===== config.mk =====
export PLATFORM = sky130hd
export DESIGN_NAME = bus_master_arb_flat
export DESIGN_NICKNAME = d
export VERILOG_FILES = /design/src/rtl/bus_master_arb_pkg.sv /design/src/rtl/bus_master_arb_if.sv /design/src/rtl/bus_master_arb_rr_arbiter.sv /design/src/rtl/bus_master_arb.sv /design/src/flat_wrapper.sv
export SDC_FILE = /design/constraint.sdc
export NUM_CORES = 1
export LEC_CHECK = 0
export BUFFER_PORTS_ARGS = -buffer_cell sky130_fd_sc_hd__clkbuf_2
export CORE_MARGIN = 4
export CORE_UTILIZATION = 44
export CTS_CLUSTER_SIZE = 20
export DETAILED_ROUTE_END_ITERATION = 7
export GPL_TIMING_DRIVEN = 0
export PLACE_DENSITY_LB_ADDON = 0.25
export SLEW_MARGIN = 20
export SYNTH_ARGS = -nofsm -noshare
export SYNTH_HDL_FRONTEND = slang
export SYNTH_SLANG_ARGS = --single-unit
export TNS_END_PERCENT = 10

===== constraint.sdc =====
create_clock -name bus_clk -period 3.5 [get_ports bus_clk]
set_clock_uncertainty 0.15 [all_clocks]
set_input_delay 0 -clock bus_clk [delete_from_list [all_inputs] [get_ports bus_clk]]
set_output_delay 0 -clock bus_clk [all_outputs]
set_load 0.03 [all_outputs]

===== src/rtl/bus_master_arb_pkg.sv =====
// rtl/bus_master_arb_pkg.sv - shared widths, FSM encoding and helpers for the bus master arbiter
package bus_master_arb_pkg;

    localparam int BUS_ADDR_WIDTH = 24;
    localparam int BUS_DATA_WIDTH = 32;

    typedef enum logic [1:0] {
        ST_IDLE  = 2'd0,
        ST_ISSUE = 2'd1,
        ST_WAIT  = 2'd2,
        ST_DONE  = 2'd3
    } state_t;

    function automatic int wrap_inc(input int idx, input int n);
        return (idx + 1 >= n) ? 0 : idx + 1;
    endfunction

endpackage


===== src/rtl/bus_master_arb_if.sv =====
// rtl/bus_master_arb_if.sv - requester and register-bus signal bundle for the arbiter
interface bus_master_arb_if
    import bus_master_arb_pkg::*;
#(
    parameter int NUM_MASTERS = 4,
    parameter int ADDR_WIDTH  = BUS_ADDR_WIDTH,
    parameter int DATA_WIDTH  = BUS_DATA_WIDTH
) ();

    logic [NUM_MASTERS-1:0]            m_req;
    logic [NUM_MASTERS-1:0]            m_rd_wr_l;
    logic [NUM_MASTERS*ADDR_WIDTH-1:0] m_addr;
    logic [NUM_MASTERS*DATA_WIDTH-1:0] m_wr_data;
    logic [NUM_MASTERS-1:0]            m_ack;
    logic [NUM_MASTERS-1:0]            m_err;
    logic [DATA_WIDTH-1:0]             m_rd_data;
    logic                              bus_req;
    logic                              bus_rd_wr_l;
    logic [ADDR_WIDTH-1:0]             bus_addr;
    logic [DATA_WIDTH-1:0]             bus_wr_data;
    logic                              bus_ack;
    logic [DATA_WIDTH-1:0]             bus_rd_data;
    logic                              busy;

    modport master (
        input  m_req, m_rd_wr_l, m_addr, m_wr_data, bus_ack, bus_rd_data,
        output m_ack, m_err, m_rd_data, bus_req, bus_rd_wr_l, bus_addr, bus_wr_data, busy
    );

    modport slave (
        output m_req, m_rd_wr_l, m_addr, m_wr_data, bus_ack, bus_rd_data,
        input  m_ack, m_err, m_rd_data, bus_req, bus_rd_wr_l, bus_addr, bus_wr_data, busy
    );

endinterface


===== src/rtl/bus_master_arb_rr_arbiter.sv =====
// rtl/bus_master_arb_rr_arbiter.sv - combinational round-robin pick: first requester at/after ptr
module bus_master_arb_rr_arbiter #(
    parameter int NUM_MASTERS = 4,
    parameter int IDX_W       = $clog2(NUM_MASTERS)
) (
    input  logic [NUM_MASTERS-1:0] req,
    input  logic [IDX_W-1:0]       ptr,
    output logic [NUM_MASTERS-1:0] grant,
    output logic [IDX_W-1:0]       idx,
    output logic                   any
);

    always_comb begin
        int j;
        grant = '0;
        idx   = '0;
        any   = 1'b0;
        j     = 0;
        for (int i = 0; i < NUM_MASTERS; i++) begin
            // ptr is always < NUM_MASTERS, so one subtraction wraps the scan
            j = int'(ptr) + i;
            if (j >= NUM_MASTERS) begin
                j = j - NUM_MASTERS;
            end
            if (!any && req[j]) begin
                any      = 1'b1;
                idx      = IDX_W'(j);
                grant[j] = 1'b1;
            end
        end
    end

endmodule


===== src/rtl/bus_master_arb.sv =====
// rtl/bus_master_arb.sv - round-robin register-bus arbiter with ack watchdog
module bus_master_arb
    import bus_master_arb_pkg::*;
#(
    parameter int NUM_MASTERS = 4,
    parameter int ADDR_WIDTH  = BUS_ADDR_WIDTH,
    parameter int DATA_WIDTH  = BUS_DATA_WIDTH,
    parameter int TIMEOUT     = 255
) (
    input  logic             bus_clk,
    input  logic             bus_reset,
    bus_master_arb_if.master bif
);

    localparam int IDX_W = $clog2(NUM_MASTERS);
    localparam int CNT_W = $clog2(TIMEOUT + 1);

    state_t                  state;
    state_t                  next_state;
    logic [IDX_W-1:0]        rr_ptr;
    logic [IDX_W-1:0]        grant_idx;
    logic [IDX_W-1:0]        arb_idx;
    logic [NUM_MASTERS-1:0]  arb_grant;
    logic [NUM_MASTERS-1:0]  grant_oh;
    logic                    arb_any;
    logic [CNT_W-1:0]        wait_cnt;
    logic                    timeout_hit;

    logic                    take_req;
    logic                    acked;
    logic                    finish;
    logic                    bus_req_d;
    logic                    busy_d;
    logic [NUM_MASTERS-1:0]  m_ack_d;
    logic [NUM_MASTERS-1:0]  m_err_d;
    logic [DATA_WIDTH-1:0]   m_rd_data_d;

    bus_master_arb_rr_arbiter #(
        .NUM_MASTERS (NUM_MASTERS),
        .IDX_W       (IDX_W)
    ) u_rr (
        .req   (bif.m_req),
        .ptr   (rr_ptr),
        .grant (arb_grant),
        .idx   (arb_idx),
        .any   (arb_any)
    );

    assign timeout_hit = (wait_cnt == CNT_W'(TIMEOUT - 1));

    always_ff @(posedge bus_clk or posedge bus_reset) begin
        if (bus_reset) begin
            state <= ST_IDLE;
        end else begin
            state <= next_state;
        end
    end

    always_comb begin
        next_state = state;
        case (state)
            ST_IDLE:  if (arb_any) next_state = ST_ISSUE;
            ST_ISSUE: next_state = ST_WAIT;
            ST_WAIT:  if (bif.bus_ack || timeout_hit) next_state = ST_DONE;
            ST_DONE:  next_state = ST_IDLE;
        endcase
    end

    // Next values of the registered outputs; an ack on the timeout cycle wins
    always_comb begin
        take_req    = (state == ST_IDLE) && arb_any;
        acked       = (state == ST_WAIT) && bif.bus_ack;
        finish      = (state == ST_WAIT) && (bif.bus_ack || timeout_hit);
        bus_req_d   = take_req;
        busy_d      = (next_state != ST_IDLE);
        m_ack_d     = finish ? grant_oh : '0;
        m_err_d     = (finish && !acked) ? grant_oh : '0;
        m_rd_data_d = acked ? bif.bus_rd_data : '0;
    end

    always_ff @(posedge bus_clk or posedge bus_reset) begin
        if (bus_reset) begin
            grant_idx       <= '0;
            grant_oh        <= '0;
            rr_ptr          <= '0;
            wait_cnt        <= '0;
            bif.bus_rd_wr_l <= 1'b0;
            bif.bus_addr    <= '0;
            bif.bus_wr_data <= '0;
        end else begin
            // Bus fields are captured only here, so later m_req churn cannot disturb them
            if (take_req) begin
                grant_idx       <= arb_idx;
                grant_oh        <= arb_grant;
                bif.bus_rd_wr_l <= bif.m_rd_wr_l[arb_idx];
                bif.bus_addr    <= bif.m_addr[int'(arb_idx)*ADDR_WIDTH +: ADDR_WIDTH];
                bif.bus_wr_data <= bif.m_wr_data[int'(arb_idx)*DATA_WIDTH +: DATA_WIDTH];
            end
            if (state == ST_ISSUE) begin
                wait_cnt <= '0;
            end else if (state == ST_WAIT) begin
                wait_cnt <= wait_cnt + CNT_W'(1);
            end
            if (state == ST_DONE) begin
                rr_ptr <= IDX_W'(wrap_inc(int'(grant_idx), NUM_MASTERS));
            end
        end
    end

    always_ff @(posedge bus_clk or posedge bus_reset) begin
        if (bus_reset) begin
            bif.bus_req   <= 1'b0;
            bif.busy      <= 1'b0;
            bif.m_ack     <= '0;
            bif.m_err     <= '0;
            bif.m_rd_data <= '0;
        end else begin
            bif.bus_req   <= bus_req_d;
            bif.busy      <= busy_d;
            bif.m_ack     <= m_ack_d;
            bif.m_err     <= m_err_d;
            bif.m_rd_data <= m_rd_data_d;
        end
    end

endmodule


===== src/flat_wrapper.sv =====
// flat-port wrapper written by rule: the top's interface ports become plain ports
module bus_master_arb_flat import bus_master_arb_pkg::*;
#(
    parameter int NUM_MASTERS = 4,
    parameter int ADDR_WIDTH  = BUS_ADDR_WIDTH,
    parameter int DATA_WIDTH  = BUS_DATA_WIDTH,
    parameter int TIMEOUT     = 255
)
  (bus_clk, bus_reset, bif_m_req, bif_m_rd_wr_l, bif_m_addr, bif_m_wr_data, bif_bus_ack, bif_bus_rd_data, bif_m_ack, bif_m_err, bif_m_rd_data, bif_bus_req, bif_bus_rd_wr_l, bif_bus_addr, bif_bus_wr_data, bif_busy);
  bus_master_arb_if #(.NUM_MASTERS(NUM_MASTERS), .ADDR_WIDTH(ADDR_WIDTH), .DATA_WIDTH(DATA_WIDTH)) bif_i ();
  input  logic bus_clk;
  input  logic bus_reset;
  input wire logic [$bits(bif_i.m_req)-1:0] bif_m_req;
  input wire logic [$bits(bif_i.m_rd_wr_l)-1:0] bif_m_rd_wr_l;
  input wire logic [$bits(bif_i.m_addr)-1:0] bif_m_addr;
  input wire logic [$bits(bif_i.m_wr_data)-1:0] bif_m_wr_data;
  input wire logic [$bits(bif_i.bus_ack)-1:0] bif_bus_ack;
  input wire logic [$bits(bif_i.bus_rd_data)-1:0] bif_bus_rd_data;
  output wire logic [$bits(bif_i.m_ack)-1:0] bif_m_ack;
  output wire logic [$bits(bif_i.m_err)-1:0] bif_m_err;
  output wire logic [$bits(bif_i.m_rd_data)-1:0] bif_m_rd_data;
  output wire logic [$bits(bif_i.bus_req)-1:0] bif_bus_req;
  output wire logic [$bits(bif_i.bus_rd_wr_l)-1:0] bif_bus_rd_wr_l;
  output wire logic [$bits(bif_i.bus_addr)-1:0] bif_bus_addr;
  output wire logic [$bits(bif_i.bus_wr_data)-1:0] bif_bus_wr_data;
  output wire logic [$bits(bif_i.busy)-1:0] bif_busy;
  assign bif_i.m_req = bif_m_req;
  assign bif_i.m_rd_wr_l = bif_m_rd_wr_l;
  assign bif_i.m_addr = bif_m_addr;
  assign bif_i.m_wr_data = bif_m_wr_data;
  assign bif_i.bus_ack = bif_bus_ack;
  assign bif_i.bus_rd_data = bif_bus_rd_data;
  assign bif_m_ack = bif_i.m_ack;
  assign bif_m_err = bif_i.m_err;
  assign bif_m_rd_data = bif_i.m_rd_data;
  assign bif_bus_req = bif_i.bus_req;
  assign bif_bus_rd_wr_l = bif_i.bus_rd_wr_l;
  assign bif_bus_addr = bif_i.bus_addr;
  assign bif_bus_wr_data = bif_i.bus_wr_data;
  assign bif_busy = bif_i.busy;
  bus_master_arb #(.NUM_MASTERS(NUM_MASTERS), .ADDR_WIDTH(ADDR_WIDTH), .DATA_WIDTH(DATA_WIDTH), .TIMEOUT(TIMEOUT)) u_core (.bus_clk(bus_clk), .bus_reset(bus_reset), .bif(bif_i));
endmodule

# --- After elaboration in Yosys (flattened, before gate mapping) ---
# Index checks and enable logic that the tools add are counted.
word_totals:
  wordCells: 112
  ff_bits: 117
classes:
  n_reduce_logical: 19
  n_addsub: 9
  n_shift: 2
  n_bitwise: 3
  eq_ne: 4
  multipliers: 1
  n_mux: 47
  order_cmp: 14
op_table:
  columns: ["cell", "n"]
  rows:
  - ["32-bit two-way mux", 5]
  - ["32-bit by 1-bit >= comparator with 1-bit output, second input constant", 4]
  - ["32-bit by 4-bit less-than comparator with 1-bit output, second input constant", 4]
  - ["128-bit by 8-bit indexed part select with 32-bit output", 1]
  - ["96-bit by 32-bit indexed part select with 24-bit output", 1]
  - ["4-bit two-way mux", 6]
  - ["1-bit two-way mux", 17]
  - ["8-bit two-way mux", 2]
  - ["2-bit two-way mux", 7]
  - ["3-bit >= comparator, second input constant", 4]
  - ["4-bit OR", 3]
  - ["3-bit by 3-bit subtractor with 4-bit output, second input constant", 3]
  - ["1-bit logical AND", 11]
  - ["1-bit binary-select mux with 2-bit select", 5]
  - ["8-bit by 1-bit adder with 8-bit output, second input constant", 1]
  - ["1-bit demux with 2-bit select", 4]
  - ["8-bit equality test, second input constant", 1]
  - ["2-bit one-hot mux with 4 select lines", 1]
  - ["2-bit by 1-bit adder with 3-bit output, second input constant", 2]
  - ["2-bit by 2-bit adder with 3-bit output, second input constant", 2]
  - ["2-bit equality test, second input constant", 2]
  - ["1-bit logical NOT", 4]
  - ["2-bit by 2-bit multiplier with 4-bit output, second input constant", 1]
  - ["2-bit nonzero test", 2]
  - ["other kinds (6)", 6]

# --- Longest topological paths before layout ---
# Gate-level depths: netlist of run 1.
logic_depth:
  depth_word: 18
  ltp_mapped: 12

# --- Modules after synthesis ---
# Synthesis of run 1 repeated with hierarchy kept, for this count alone.
hier_totals:
  hier_cells: 540
  area_unflattened_um2: 6206.0
modules_own_cells:
  columns: ["mod", "area_each_um2", "n_inst", "cells_each"]
  rows:
  - ["bus_master_arb", 5745.5, 1, 492]
  - ["bus_master_arb_rr_arbiter", 460.4, 1, 48]

# --- Least setup slack after synthesis of run 1 ---
# OpenSTA, ideal clock, no wires.
synth_path:
  path_kind: "register to register"
  start: "register u_core.rr_ptr[0]"
  end: "register u_core.bif.bus_addr[23]"
  path_slack_ns: 0.372
  setup_ns: 0.087
  path_stages_with_launch: 13
  required_time_ns: 3.263
  n_path_buf: 5
  t_arrival_ns: 2.892
  period_less_slack_ns: 3.128
  path_cell_list: "dfrtp_1 buf_2 inv_1 ha_1 buf_2 mux4_2 nor2b_1 buf_2 o21a_1 buf_2 clkbuf_1 o211ai_1 o211ai_1"
synth_between:
  elab_chain_cells: 17
  elab_cells_between_ends: 44
synth_rtl:
  columns: ["item", "line_no", "rtl"]
  rows:
  - ["from (decl)", "bus_master_arb.sv:20", "logic [IDX_W-1:0] rr_ptr;"]
  - ["from (signal assigned)", "bus_master_arb.sv:105", "rr_ptr <= IDX_W'(wrap_inc(int'(grant_idx), NUM_MASTERS));"]
  - ["parallel branches: the longest is 17 deep, another holds 3-bit by 3-bit subtractor with 4-bit output", null, null]
  - ["to (signal assigned)", "bus_master_arb.sv:96", "bif.bus_addr <= bif.m_addr[int'(arb_idx)*ADDR_WIDTH +: ADDR_WIDTH];"]
  - ["to (decl)", "bus_master_arb_if.sv:27", "output m_ack, m_err, m_rd_data, bus_req, bus_rd_wr_l, bus_addr, bus_wr_data, busy"]
# Several ways; the timed one is not identified. The select of a mux whose other input is x is not followed.
# A chain may end at the register's enable or synchronous reset.

# --- Worst setup path in the final report of run 1 ---
layout_path:
  start: "register u_core.rr_ptr[1]"
  end: "register u_core.bif.bus_addr[17]"
# Same word-level chain as after synthesis.

==> results of run 1 <==
worst max-delay path: stages (launching register included):
cell and delay (ns):
dfrtp_2 0.44, inv_1 0.18, ha_1 0.26, buf_2 0.19, mux2i_1 0.18, or2_1 0.28
a211oi_2 0.39, buf_4 0.29, clkbuf_1 0.47, o211ai_1 0.22, o211ai_1 0.17
cell type report:
cell class	count	area, um^2	area share, %
inverters	67	260	1.86
repair buffers	651	4690	33.5
clock inverters	14	144	1.03
diodes	2	5.00	0.0357
clock buffers	18	429	3.06
plain buffers	125	553	3.94
flip-flops and latches	117	2930	20.9
multi-input cells	712	4720	33.6
well taps	234	293	2.09
registers in the layout, summed over array words and instances (netlist names), 4 cells and up:
signal                  flops
u_core.bif.m_err            4
u_core.bif.bus_addr        24
u_core.bif.m_rd_data       32
u_core.bif.m_ack            4
u_core.grant_oh             4
u_core.wait_cnt             8
u_core.bif.bus_wr_data     32
what timing repair did:
action / CTS / global route
endpoints found under the hold margin: 214 / 0
pin swaps: 2 / 0
endpoints found under the setup margin: 58 / 39
resized for setup: 21 / 16
hold buffers: 280 / 0
buffers inserted: 3 / 2
routing by layer:
| layer | wire length (um) | track usage, % | up-vias |
|---|---|---|---|
| li1 | - | - | 5260 |
| met1 | 15500 | 45.7 | 5555 |
| met2 | 19100 | 60.8 | 966 |
| met3 | 4220 | 8.22 | 235 |
| met4 | 2640 | 20.5 | 0 |
| met5 | 0 | 0 | - |
worst paths after layout:
check | from | end | slack (ns) | depth (start not counted)
max | u_core.rr_ptr[1]$_DFFE_PP0N_ | u_core.bif.bus_addr[17]$_DFFE_PP0P_ | 0.17 | 10
min | bif_m_wr_data[103] | u_core.bif.bus_wr_data[7]$_DFFE_PP0P_ | 0.02 | 5
max reg2reg | u_core.rr_ptr[1]$_DFFE_PP0N_ | u_core.bif.bus_addr[17]$_DFFE_PP0P_ | 0.17 | 10
min reg2reg | u_core.grant_idx[1]$_DFFE_PP0P_ | u_core.grant_idx[1]$_DFFE_PP0P_ | 0.35 | 1
max in group asynchronous | bus_reset | u_core.bif.bus_wr_data[31]$_DFFE_PP0P_ | 2.42 | 4
min in group asynchronous | bus_reset | u_core.bif.bus_wr_data[18]$_DFFE_PP0P_ | 0.08 | 3
power breakdown:
part	switching (mW)	total, mW	internal (mW)
sequential	0.350	2.26	1.91
combinational	4.92	7.32	2.40
clock	0.744	1.74	0.999
total	6.01	11.3	5.30
cell usage in the layout (no fill, tap or decap), types with 8 or more instances in the layout:
cell type	instances
a211oi_1	22
a31oi_1	94
and2_1	9
and3_1	33
buf_2	12
buf_4	11
clkbuf_1	89
clkbuf_16	17
clkbuf_2	375
dfrtp_1	115
dlygate4sd3_1	280
ha_1	16
inv_1	65
mux2i_1	8
nand2_1	65
nand2b_1	35
nand3_1	38
nand4_1	83
nor2_1	17
nor3b_1	33
o211ai_1	50
o21ai_0	70
o311ai_0	25
o31ai_1	33
o41ai_1	31
cells by family after synthesis:
kind of cell / share of synthesized area (%)
AOI/OAI and AO/OA: 29.4
adders and majority gates: 2.39
buffers and inverters: 9.24
DFF: 34.9
muxes: 2.30
and+or+nand+nor: 21.8
==> impl_results.md, run 1 <==
* Status: finished clean
* Rel. slew slack at 46.0%
* Setup CP Type: flop to flop
* Htree depth at 4
* IO Pins at 366
* Worst EP arrival at 3.51 ns
* Most common cell in the netlist: dfrtp_1
* Post-synth top cells: 117 x dfrtp_1, 100 x clkbuf_1, 94 x a31oi_1, 83 x nand4_1, 70 x o21ai_0
* Worst Setup Start Kind: flop
* Vias per cell at 6.19
* Largest area contributor in the netlist: dfrtp_1
* Clk pin slew, worst setup/hold paths at 0.06 ns
* CTS tree: built
* CTS root buffer: clkbuf_16
* Layout Cells excl Fill at 1940
* Starting Density at 44.8%
* First-pass GRT wire length at 64200 um
* Final HPWL from detailed placement at 26300 um
* Layout cells sized above 1 at 26.9%
* Highest Clock Rate at 0.301 GHz
* WL/cell at 21.4 um
* Setup TNS at 0 ns
* Hold Slack at 0.0238 ns
* Initial DRT Pass Iterations at 6
* Slew Viols, Final at 0
* Worst Hold Class: input pin to flop
* Largest net degree at the start of global routing at 60
* Number of flops mapped to enable cells by yosys at 0
* Clock Latency Late Sink at 0.43 ns
* Dpl cell area at 10500 um^2
* Register area share after synthesis at 34.9%
* CP Capture Type: flop
* Count of yosys warnings during synthesis at 0
* Final Worst Setup Slack at 0.173 ns
* Syn Inst Count at 1022
* Routed wire length at 41400 um
* Row cnt at 50
* Crit-path max FO at 10
* Initial antenna violation count at 2
* Post-route cell area at 14000 um^2
* Post-route ant nets at 0
* Via count at 12016
* Final Net Count at 1974
* Leakage power at 6.46 nW
* Area contributors post-synth: dfrtp_1 35%, a31oi_1 7.0%, nand4_1 6.2%
* Die W at 146 um
* Bufs on Longest Clock Path at 2
* Core outline area at 18700 um^2
* Fin crit share at 95.0%
* Fin util at 75.0%
* Pre-CTS setup slack at -0.428 ns
* Sinks on the clock net at 117
* WP data required at 3.68 ns
* Post-route DRC violation count at 0
* Num CTS Buffers at 17
* Slew @ Worst Pin at 0.805 ns
* Post-layout minimum cycle time at 3.33 ns
* Area share of the largest cell type after synthesis at 34.9%
* Post-synthesis area per instance at 8.20 um^2
* Iteration-0 DRC Markers at 1342
* Netlist cell types at 45
* VDD IR-drop max at 0.470 mV
* Dpl cells at 1622
* FILL cells at 1328
* Synth Flop Type: dfrtp_1
* Synthesized Nets at 1305
* Pwr/cell area at 807 nW/um^2
* Die Ht at 146 um
* Synth Cell Area at 8380 um^2
* Total Routing Usage GR at 37.2%
* Area grow syn2layout at 67.3%
* Final setup fails at 0
* Unrepaired setup endpoints after global routing: false
* Flops & latches, synth at 117
* Final Power at 11.3 mW
* Vias in the first global route at 12084
* MaxCap Viol Count at 0
* Fin. Hold Viols at 0
* PortBufs at 365
* Placer Congestion at 0.916
* Die Area at 21300 um^2
* Synth async-reset ratio at 100%
* Grt total ovfl at 0
No activity file was read; power rests on OpenSTA's default activity.
==> inputs of run 2 (changes only) <==
--- a/config.mk
+++ b/config.mk
@@ -12,6 +12,7 @@
 export DETAILED_ROUTE_END_ITERATION = 7
 export GPL_TIMING_DRIVEN = 0
 export PLACE_DENSITY_LB_ADDON = 0.25
+export SETUP_SLACK_MARGIN = 0.2
 export SLEW_MARGIN = 20
 export SYNTH_ARGS = -nofsm -noshare
 export SYNTH_HDL_FRONTEND = slang
==> impl_results.md, run 2 (synthesized netlist as in run 1, its figures left out) <==
* Met3 wire len at 4220 um (about the same)
* Rel. slew slack at 50.0% (+3.9 points)
* Fin util at 75.6% (+0.64 points)
* Htree depth at 4 (unchanged)
* Vias in the first global route at 12068 (-0.13%)
* Slew @ Worst Pin at 0.751 ns (-0.0543 ns)
* Starting Density at 44.8% (unchanged)
* Pre-CTS setup slack at -0.428 ns (unchanged)
* Leakage power at 6.50 nW (+0.72%)
* Worst EP arrival at 3.44 ns (-0.07 ns)
* Final Net Count at 1975 (+0.051%)
* Slowest stage delay, CP at 0.41 ns (-0.06 ns)
* Crit path cell chain: buf_6 > clkinvlp_4 > ha_1 > buf_4 > mux2i_2 > or2_1 > a211oi_4 > clkbuf_1 > o21ai_0 > a31oi_1
* CP max stage cell: dfrtp_2
* CP Capture Type: flop
* Highest Clock Rate at 0.307 GHz (+2.0%)
* Clock Latency Late Sink at 0.43 ns (about the same)
* IO Pins at 366 (unchanged)
* Final setup fails at 0 (unchanged)
* Slew Viols, Final at 0 (unchanged)
* Highest metal used: met4
* First-pass GRT wire length at 64100 um (about the same)
* WL/cell at 21.3 um (-0.16%)
* Final HPWL from detailed placement at 26300 um (unchanged)
* Final Worst Setup Slack at 0.239 ns (+0.0654 ns)
* Die Area at 21300 um^2 (unchanged)
* Fin. Hold Viols at 0 (unchanged)
* Iteration-0 DRC Markers at 1352 (+0.75%)
* M1 wire length at 15400 um (-0.14%)
* Pwr/cell area at 810 nW/um^2 (+0.42%)
* CTS root buffer: clkbuf_16
* Routed wire length at 41400 um (-0.10%)
* Hold Slack at 0.0160 ns (-0.00779 ns)
* Die W at 146 um (unchanged)
* Bufs on Longest Clock Path at 2 (unchanged)
* Post-route DRC violation count at 0 (unchanged)
* Initial antenna violation count at 2 (unchanged)
* Setup CP Type: flop to flop
* Sinks on the clock net at 117 (unchanged)
* Leading cell types in the layout, fill and taps excluded: 380 x clkbuf_2, 280 x dlygate4sd3_1, 115 x dfrtp_1
* Register area at 2930 um^2 (unchanged)
* Core outline area at 18700 um^2 (unchanged)
* Post-route ant nets at 0 (unchanged)
* PortBufs at 365 (unchanged)
* Clk pin slew, worst setup/hold paths at 0.07 ns (about the same)
* Grt total ovfl at 0 (unchanged)
* CTS tree: built
* Unrepaired setup endpoints after global routing: true
* Fin crit share at 93.2% (-1.9 points)
* Num CTS Buffers at 17 (unchanged)
* Area grow syn2layout at 68.7%
* Die Ht at 146 um (unchanged)
* Vias per cell at 6.17 (-0.33%)
* Area of the multi-input gates at 4800 um^2 (+1.7%)
* Crit-path max FO at 10 (unchanged)
* Worst Hold Class: input pin to flop
* Via count at 11983 (-0.27%)
* WP data required at 3.67 ns (about the same)
* Total Routing Usage GR at 37.0% (-0.11 points)
* Top flop regs: u_core.bif.bus_wr_data: 32 flops, u_core.bif.m_rd_data: 32 flops, u_core.bif.bus_addr: 24 flops
* Final Power at 11.5 mW (+1.3%)
* FILL cells at 1318 (-0.75%)
* Initial DRT Pass Iterations at 6 (unchanged)
* Largest net degree at the start of global routing at 60 (unchanged)
* Status: finished clean
* Placer Congestion at 0.916 (unchanged)
* Layout cells sized above 1 at 28.0% (+1.1 points)
* Row cnt at 50 (unchanged)
* Routed wl met2 at 19100 um (about the same)
* Commonest non-fill, non-tap cell in the layout: clkbuf_2
* MaxCap Viol Count at 0 (unchanged)
* Worst Setup Start Kind: flop
* VDD IR-drop max at 0.454 mV (-3.4%)
* Post-layout minimum cycle time at 3.26 ns (-0.0654 ns)
-- run 2: final timing paths --
| kind | from | end | slack (ns) | cells past startpoint |
|---|---|---|---|---|
| worst min-delay path | bif_m_addr[95] | u_core.bif.bus_addr[23]$_DFFE_PP0P_ | 0.02 | 5 |
| max in group asynchronous | bus_reset | u_core.bif.bus_addr[8]$_DFFE_PP0P_ | 2.43 | 4 |
| worst max-delay path | u_core.rr_ptr[0]$_DFFE_PP0N_ | u_core.bif.bus_addr[2]$_DFFE_PP0P_ | 0.24 | 10 |
| worst max register to register | u_core.rr_ptr[0]$_DFFE_PP0N_ | u_core.bif.bus_addr[2]$_DFFE_PP0P_ | 0.24 | 10 |
| worst min register to register | u_core.grant_idx[1]$_DFFE_PP0P_ | u_core.grant_idx[1]$_DFFE_PP0P_ | 0.35 | 1 |
| min in group asynchronous | bus_reset | u_core.bif.bus_wr_data[18]$_DFFE_PP0P_ | 0.08 | 3 |
-- run 2: critical path: cells and delay by family (launching register included) --
kind / cells / cell delay, ns
simple gates: 1 / 0.30
mux: 1 / 0.19
fa+ha+maj: 1 / 0.29
flops: 1 / 0.41
buf+inv: 4 / 0.86
compound gates: 3 / 0.93
-- run 2: layout make-up --
type / instances / area share (%)
timing repair buffer: 651 / 33.2
antenna: 2 / 0.0354
clock inverter: 14 / 1.02
buffer: 126 / 4.18
inverter: 67 / 1.84
sequential: 117 / 20.7
clock buffer: 18 / 3.03
multi-input combinational: 712 / 33.9
tap: 234 / 2.07
-- run 2: timing repair --
action                                 CTS  global route
endpoints found under the hold margin  214             0
hold buffers                           280             0
pin swaps                                2             0
buffers inserted                         2             3
gates resized for setup                 33            36
setup endpoints to repair               62            58
-- run 2: where the power goes --
group	total (mW)	leakage [nW]	internal (mW)	switching [mW]
logic	7.45	4.79	2.49	4.96
registers	2.26	1.44	1.91	0.353
clock network	1.75	0.274	0.999	0.754
total	11.5	6.50	5.39	6.06
-- run 2: per-stage QoR --
step                cell area (um^2)  TNS (ns)  cells
floorplan                       8380         0   1022
global placement               10500   -148.44   1621
detailed placement             10500    -14.95   1622
CTS                            14000         0   1936
global route                   14100         0   1941
finish                         14100         0   1941
-- run 2: routing by layer --
layer | GRT usage [%] | up-vias
li1 | - | 5270
met5 | 0 | -
met1 | 45.5 | 5488
met4 | 20.7 | 0
met3 | 8.16 | 241
met2 | 60.6 | 984
